$ cat config.mk
export PLATFORM = sky130hd
export DESIGN_NAME = pipelined_control_unit
export DESIGN_NICKNAME = d
export VERILOG_FILES = /design/src/rtl/ctrl_pkg.sv /design/src/rtl/control_decode.sv /design/src/rtl/pipelined_control_unit.sv
export SDC_FILE = /design/constraint.sdc
export NUM_CORES = 1
export LEC_CHECK = 0
export ABC_CLOCK_PERIOD_IN_PS = 3500
export CAP_MARGIN = 20
export CORE_UTILIZATION = 45
export CTS_CLUSTER_SIZE = 10
export DETAILED_ROUTE_END_ITERATION = 10
export HOLD_SLACK_MARGIN = 0.12
export PLACE_DENSITY = 0.78
export SETUP_SLACK_MARGIN = 0.4
export SYNTH_ARGS = -nofsm -noshare
export SYNTH_HDL_FRONTEND = slang
export SYNTH_SLANG_ARGS = --single-unit
$ cat constraint.sdc
create_clock -name clk -period 3.5 [get_ports clk]
set_input_delay 0.525 -clock clk [delete_from_list [all_inputs] [get_ports clk]]
set_output_delay 0.525 -clock clk [all_outputs]
set_load 0.005 [all_outputs]
$ cat src/rtl/ctrl_pkg.sv
// ctrl_pkg: shared definitions for the RV32 control unit.
//   CTRL_W and field bit positions of the 12-bit control word,
//   opcode[6:2] constants, decoded control-word constants and
//   the halt FSM state encoding.
package ctrl_pkg;

    localparam int CTRL_W = 12;

    // Control word field positions (MSB to LSB)
    localparam int BIT_BRANCH   = 11;
    localparam int BIT_MEMREAD  = 10;
    localparam int BIT_MEMTOREG = 9;
    localparam int BIT_ALUOP_HI = 8;
    localparam int BIT_ALUOP_LO = 7;
    localparam int BIT_MEMWRITE = 6;
    localparam int BIT_ALUSRC   = 5;
    localparam int BIT_REGWRITE = 4;
    localparam int BIT_ITYPE    = 3;
    localparam int BIT_AJ_HI    = 2;
    localparam int BIT_AJ_LO    = 1;
    localparam int BIT_LUI      = 0;

    // opcode[6:2]
    localparam logic [4:0] OP_R      = 5'b01100;
    localparam logic [4:0] OP_LOAD   = 5'b00000;
    localparam logic [4:0] OP_STORE  = 5'b01000;
    localparam logic [4:0] OP_BRANCH = 5'b11000;
    localparam logic [4:0] OP_IMM    = 5'b00100;
    localparam logic [4:0] OP_JAL    = 5'b11011;
    localparam logic [4:0] OP_JALR   = 5'b11001;
    localparam logic [4:0] OP_AUIPC  = 5'b00101;
    localparam logic [4:0] OP_LUI    = 5'b01101;
    localparam logic [4:0] OP_SYSTEM = 5'b11100;

    // Decoded control words
    localparam logic [CTRL_W-1:0] CW_R      = 12'h110;
    localparam logic [CTRL_W-1:0] CW_LOAD   = 12'h630;
    localparam logic [CTRL_W-1:0] CW_STORE  = 12'h260;
    localparam logic [CTRL_W-1:0] CW_BRANCH = 12'h880;
    localparam logic [CTRL_W-1:0] CW_IMM    = 12'h138;
    localparam logic [CTRL_W-1:0] CW_JAL    = 12'h9B2;
    localparam logic [CTRL_W-1:0] CW_JALR   = 12'h932;
    localparam logic [CTRL_W-1:0] CW_AUIPC  = 12'h036;
    localparam logic [CTRL_W-1:0] CW_LUI    = 12'h131;

    typedef enum logic [1:0] {
        ST_RUN    = 2'd0,
        ST_DRAIN  = 2'd1,
        ST_HALTED = 2'd2
    } state_t;

endpackage

$ cat src/rtl/control_decode.sv
// control_decode: combinational opcode[6:2] -> control word decoder.
//   opcode  in  5   instruction bits [6:2]
//   ctrl    out 12  decoded control word (0 for system/illegal)
//   sys     out 1   system (halt) instruction
//   illegal out 1   opcode not recognised
module control_decode
    import ctrl_pkg::*;
#(
    parameter int SUPPORT_SYSTEM = 1
) (
    input  logic [4:0]        opcode,
    output logic [CTRL_W-1:0] ctrl,
    output logic              sys,
    output logic              illegal
);

    always_comb begin
        ctrl    = '0;
        sys     = 1'b0;
        illegal = 1'b0;
        case (opcode)
            OP_R:      ctrl = CW_R;
            OP_LOAD:   ctrl = CW_LOAD;
            OP_STORE:  ctrl = CW_STORE;
            OP_BRANCH: ctrl = CW_BRANCH;
            OP_IMM:    ctrl = CW_IMM;
            OP_JAL:    ctrl = CW_JAL;
            OP_JALR:   ctrl = CW_JALR;
            OP_AUIPC:  ctrl = CW_AUIPC;
            OP_LUI:    ctrl = CW_LUI;
            OP_SYSTEM: begin
                if (SUPPORT_SYSTEM != 0) sys = 1'b1;
                else                     illegal = 1'b1;
            end
            default:   illegal = 1'b1;
        endcase
    end

endmodule

$ cat src/rtl/pipelined_control_unit.sv
// pipelined_control_unit: decodes opcode[6:2] and carries the control word
// through PIPE_DEPTH registered stages with per-stage valid, handling
// stall (bubble into stage 0), flush of the FLUSH_DEPTH youngest stages and
// a system-halt FSM (RUN -> DRAIN -> HALTED -> RUN on resume).
//   clk, rst    clock (rising), asynchronous active-high reset
//   in_valid    IF/ID holds a real instruction
//   opcode      instruction bits [6:2]
//   stall       insert bubble into stage 0
//   flush       clear stages 0..FLUSH_DEPTH-1
//   resume      leave HALTED
//   ctrl_pipe   stage k control word at [12k+11:12k]
//   valid_pipe  per-stage valid
//   illegal     one-cycle pulse after an illegal opcode is accepted
//   halt_req    freeze PC/IF-ID (state != RUN)
//   halted      state == HALTED
module pipelined_control_unit
    import ctrl_pkg::*;
#(
    parameter int PIPE_DEPTH     = 3,
    parameter int FLUSH_DEPTH    = 2,
    parameter int SUPPORT_SYSTEM = 1
) (
    input  logic                         clk,
    input  logic                         rst,
    input  logic                         in_valid,
    input  logic [4:0]                   opcode,
    input  logic                         stall,
    input  logic                         flush,
    input  logic                         resume,
    output logic [PIPE_DEPTH*CTRL_W-1:0] ctrl_pipe,
    output logic [PIPE_DEPTH-1:0]        valid_pipe,
    output logic                         illegal,
    output logic                         halt_req,
    output logic                         halted
);

    localparam logic [PIPE_DEPTH-1:0] FLUSH_MASK = PIPE_DEPTH'((1 << FLUSH_DEPTH) - 1);

    logic [PIPE_DEPTH-1:0][CTRL_W-1:0] ctrl_q, ctrl_d;
    logic [PIPE_DEPTH-1:0]             valid_q, valid_d;
    logic [PIPE_DEPTH-1:0]             sys_q, sys_d;

    logic [CTRL_W-1:0] dec_ctrl;
    logic              dec_sys;
    logic              dec_illegal;

    state_t state, state_d;

    logic accept;
    logic load;
    logic sys_flushed;

    control_decode #(
        .SUPPORT_SYSTEM(SUPPORT_SYSTEM)
    ) u_decode (
        .opcode  (opcode),
        .ctrl    (dec_ctrl),
        .sys     (dec_sys),
        .illegal (dec_illegal)
    );

    assign accept = (state == ST_RUN) && in_valid && !stall && !flush;
    // Illegal opcodes are accepted (for the pulse) but enter as a bubble
    assign load   = accept && !dec_illegal;

    // The halt instruction was in a flushed stage: the drain is cancelled
    assign sys_flushed = flush && ((sys_q & FLUSH_MASK) != '0);

    always_comb begin
        ctrl_d  = '0;
        valid_d = '0;
        sys_d   = '0;
        if (load) begin
            ctrl_d[0]  = dec_ctrl;
            valid_d[0] = 1'b1;
            sys_d[0]   = dec_sys;
        end
        for (int unsigned k = 1; k < PIPE_DEPTH; k++) begin
            ctrl_d[k]  = ctrl_q[k-1];
            valid_d[k] = valid_q[k-1];
            sys_d[k]   = sys_q[k-1];
        end
        if (flush) begin
            for (int unsigned k = 0; k < FLUSH_DEPTH; k++) begin
                ctrl_d[k]  = '0;
                valid_d[k] = 1'b0;
                sys_d[k]   = 1'b0;
            end
        end
    end

    always_comb begin
        state_d = state;
        case (state)
            ST_RUN: begin
                if (load && dec_sys) state_d = ST_DRAIN;
            end
            ST_DRAIN: begin
                if (sys_flushed)          state_d = ST_RUN;
                else if (valid_d == '0)   state_d = ST_HALTED;
            end
            ST_HALTED: begin
                if (resume) state_d = ST_RUN;
            end
            default: state_d = ST_RUN;
        endcase
    end

    always_ff @(posedge clk or posedge rst) begin
        if (rst) begin
            ctrl_q   <= '0;
            valid_q  <= '0;
            sys_q    <= '0;
            illegal  <= 1'b0;
            state    <= ST_RUN;
            halt_req <= 1'b0;
            halted   <= 1'b0;
        end else begin
            ctrl_q   <= ctrl_d;
            valid_q  <= valid_d;
            sys_q    <= sys_d;
            illegal  <= accept && dec_illegal;
            state    <= state_d;
            halt_req <= (state_d != ST_RUN);
            halted   <= (state_d == ST_HALTED);
        end
    end

    assign ctrl_pipe  = ctrl_q;
    assign valid_pipe = valid_q;

endmodule

==> impl_metrics.env <==
export IMPL_yosysWarnings=0
export IMPL_cts_resized=0
export IMPL_setup_viol=0
export IMPL_synth_top_family_by_area="simple AND/OR/NAND/NOR gates"
export IMPL_ys_types=30
export IMPL_initial_core_util_pct=48.6
export IMPL_antenna_cells=0
export IMPL_synth_edf_count=0
export IMPL_path_cells="clkdlybuf4s50_1, nor2b_1, o21a_1, a221oi_1"
export IMPL_finalHoldViolCount=0
export IMPL_setup_tns_ns=0
export IMPL_dp_cells=204
export IMPL_required_ns=3.69
export IMPL_io_buffers=52
export IMPL_synth_simple_gate_area_share_pct=17.2
export IMPL_timing_worst_slew_pin_value_ns=0.895
export IMPL_clock_skew_ns=0.00434
export IMPL_cp_slowest_stage_delay_ns=0.88
export IMPL_post_cts_buffers=0
export IMPL_async_flop_share_pct=100
export IMPL_drv_cap=0
export IMPL_syn_num_nets=135
export IMPL_clk_pin_slew_ns=0.08
export IMPL_cts_tree="built"
export IMPL_cp_end_kind="register"
export IMPL_synth_xor_area_share_pct=0
export IMPL_fin_cells=212
export IMPL_final_nets=176
export IMPL_clock_sinks=46
export IMPL_drive_gt1_share_pct=6.02
export IMPL_placed_area_um2=2130
export IMPL_path_max_fanout=19
export IMPL_fin_area_um2=2240
export IMPL_drt_pass1_iterations=4
export IMPL_grt_util_all_layers_pct=17.0
export IMPL_finalCriticalPeriod_ns=1.84
export IMPL_vias=1066
export IMPL_cts_buffers=5
export IMPL_slew_headroom_pct=40.3
export IMPL_powerDensity_nw_per_um2=432
export IMPL_place_hpwl_mm=2.11
export IMPL_place_congestion=0.711
export IMPL_synth_compound_area_share_pct=6.06
export IMPL_rsz0062_at_grt="no"
export IMPL_grt_pass1_wl_mm=5.00
export IMPL_io_pins=53
export IMPL_synthCells=124
export IMPL_clk_path_buf_depth=2
export IMPL_grt_max_degree=47
export IMPL_postRouteAntennaNets=0
export IMPL_ys_ff_latch=46
export IMPL_wl_mm=3.03
export IMPL_critical_path_class="primary input to register"
export IMPL_num_rows=21
export IMPL_fmax_mhz=544
export IMPL_grt_ovfl_total=0
export IMPL_synthAdderAreaFrac_pct=0
export IMPL_fin_util_pct=65.0
export IMPL_root_buffer="clkbuf_8"
export IMPL_cts_hold_buffers=0
export IMPL_fin_crit_sh_pct=52.5
export IMPL_clkLatencyLatePin_ns=0.29
export IMPL_critPathSlowestCell="clkdlybuf4s50_1"
export IMPL_p_total_mw=0.967
export IMPL_via_per_inst=5.03
export IMPL_grt_pass1_vias=1066
export IMPL_cp_start_kind="primary input"
export IMPL_synth_avg_cell_area_um2=13.5
export IMPL_htreeDepth=2
export IMPL_synth_flop_cell="dfrtp_1"
export IMPL_syn_to_final_growth_pct=33.7
export IMPL_hold_class="register to register"
export IMPL_drcViolationCount=0
export IMPL_slew_violations=0
export IMPL_syn_cell_area_um2=1670
export IMPL_die_w_um=63.0
export IMPL_drtIter0Drc=33
export IMPL_die_y_um=63.0
export IMPL_p_leak_nw=1.01
export IMPL_coreArea_um2=3440
export IMPL_fillers=238
export IMPL_dieArea_um2=3970
export IMPL_peakVddDrop_mv=0.278
export IMPL_critPathArrivalTime_ns=2.03
export IMPL_wl_per_cell_um=14.3
export IMPL_seq_area_frac_synth_pct=68.8
export IMPL_synth_mux_area_share_pct=0
export IMPL_antenna_found_initial=0
export IMPL_status="finished, final reports clean"
-- path summary, 6_finish.rpt --
| kind | startpoint | endpoint | slack [ns] | cells past startpoint |
|---|---|---|---|---|
| hold / removal | ctrl_pipe[16]$_DFF_PP0_ | ctrl_pipe[28]$_DFF_PP0_ | 0.38 | 0 |
| setup reg to reg | state[1]$_DFF_PP0_ | ctrl_pipe[7]$_DFF_PP0_ | 1.99 | 3 |
| max in group asynchronous | rst | ctrl_pipe[12]$_DFF_PP0_ | 2.20 | 2 |
| hold reg to reg | ctrl_pipe[16]$_DFF_PP0_ | ctrl_pipe[28]$_DFF_PP0_ | 0.38 | 0 |
| setup / recovery | flush | state[1]$_DFF_PP0_ | 1.66 | 4 |
| min in group asynchronous | rst | ctrl_pipe[23]$_DFF_PP0_ | 0.74 | 2 |
-- kinds of logic after synthesis --
family,after synthesis
flops,46
simple gates,42
buf+inv,21
compound gates,15
-- Yosys cell counts, types with 2 or more instances --
| master | count | area share [%] |
|---|---|---|
| nand4b_1 | 2 | 1.0 |
| nor2b_1 | 16 | 6.0 |
| nand3b_1 | 3 | 1.3 |
| a21oi_1 | 3 | 0.90 |
| o21ai_0 | 3 | 0.90 |
| o21a_1 | 2 | 0.90 |
| a221oi_1 | 2 | 1.0 |
| nor2_1 | 6 | 1.3 |
| clkbuf_1 | 3 | 0.67 |
| dfrtp_1 | 46 | 69 |
| inv_1 | 3 | 0.67 |
| buf_4 | 14 | 6.3 |
| nor3_1 | 4 | 1.2 |
-- per-layer routing --
layer	up-vias	global-route usage, %	wire length, um
li1	491	-	-
met3	7	5.84	199
met1	515	18.8	1190
met2	53	28.8	1570
met4	0	8.43	70
met5	-	0	0
-- final cells by class --
class	count	area, um2	share of cell area, %
timing repair buffer	52	520	23.3
clock inverter	1	30.0	1.34
inverter	3	11.3	0.504
clock buffer	7	76.3	3.41
multi-input combinational	57	389	17.4
tap	46	57.6	2.57
sequential	46	1150	51.5
-- cell usage in the layout, fill, tap and decap left out, types with 2 or more instances in the layout --
cell             netlist  routed
a21oi_1                3       3
clkbuf_1               3       2
nor3_1                 4       4
clkdlybuf4s50_1        0      52
nand3b_1               3       3
nand4b_1               2       2
o21a_1                 2       2
nor2_1                 6       6
inv_1                  3       2
dfrtp_1               46      46
a221oi_1               2       2
nor2b_1               16      16
clkbuf_8               0       5
o21ai_0                3       3
-- through the flow --
step                worst slack (ns)  hold slack, ns
detailed placement              1.35           0.365
floorplan                       1.89           0.355
global placement                1.48           0.361
finish                          1.66           0.380
global route                    1.53           0.396
CTS                             1.67           0.383
-- registers in the layout (all words and copies together), names as in the netlist --
register	count
valid_pipe	3
ctrl_pipe	36
sys_q	2
illegal	1
halt_req	1
state	2
halted	1
-- worst max-delay path, delay by kind of cell --
family / cells / cell delay (ns)
buffers and inverters: 1 / 0.88
AOI/OAI and AO/OA: 2 / 0.44
and+or+nand+nor: 1 / 0.18
-- where the power goes --
part | leakage, nW | switching [mW] | internal [mW]
Combinational | 0.314 | 0.0311 | 0.0243
Sequential | 0.641 | 0.00191 | 0.535
Clock | 0.0524 | 0.161 | 0.213
Total | 1.01 | 0.194 | 0.773
(Power assumes the default switching activity.)
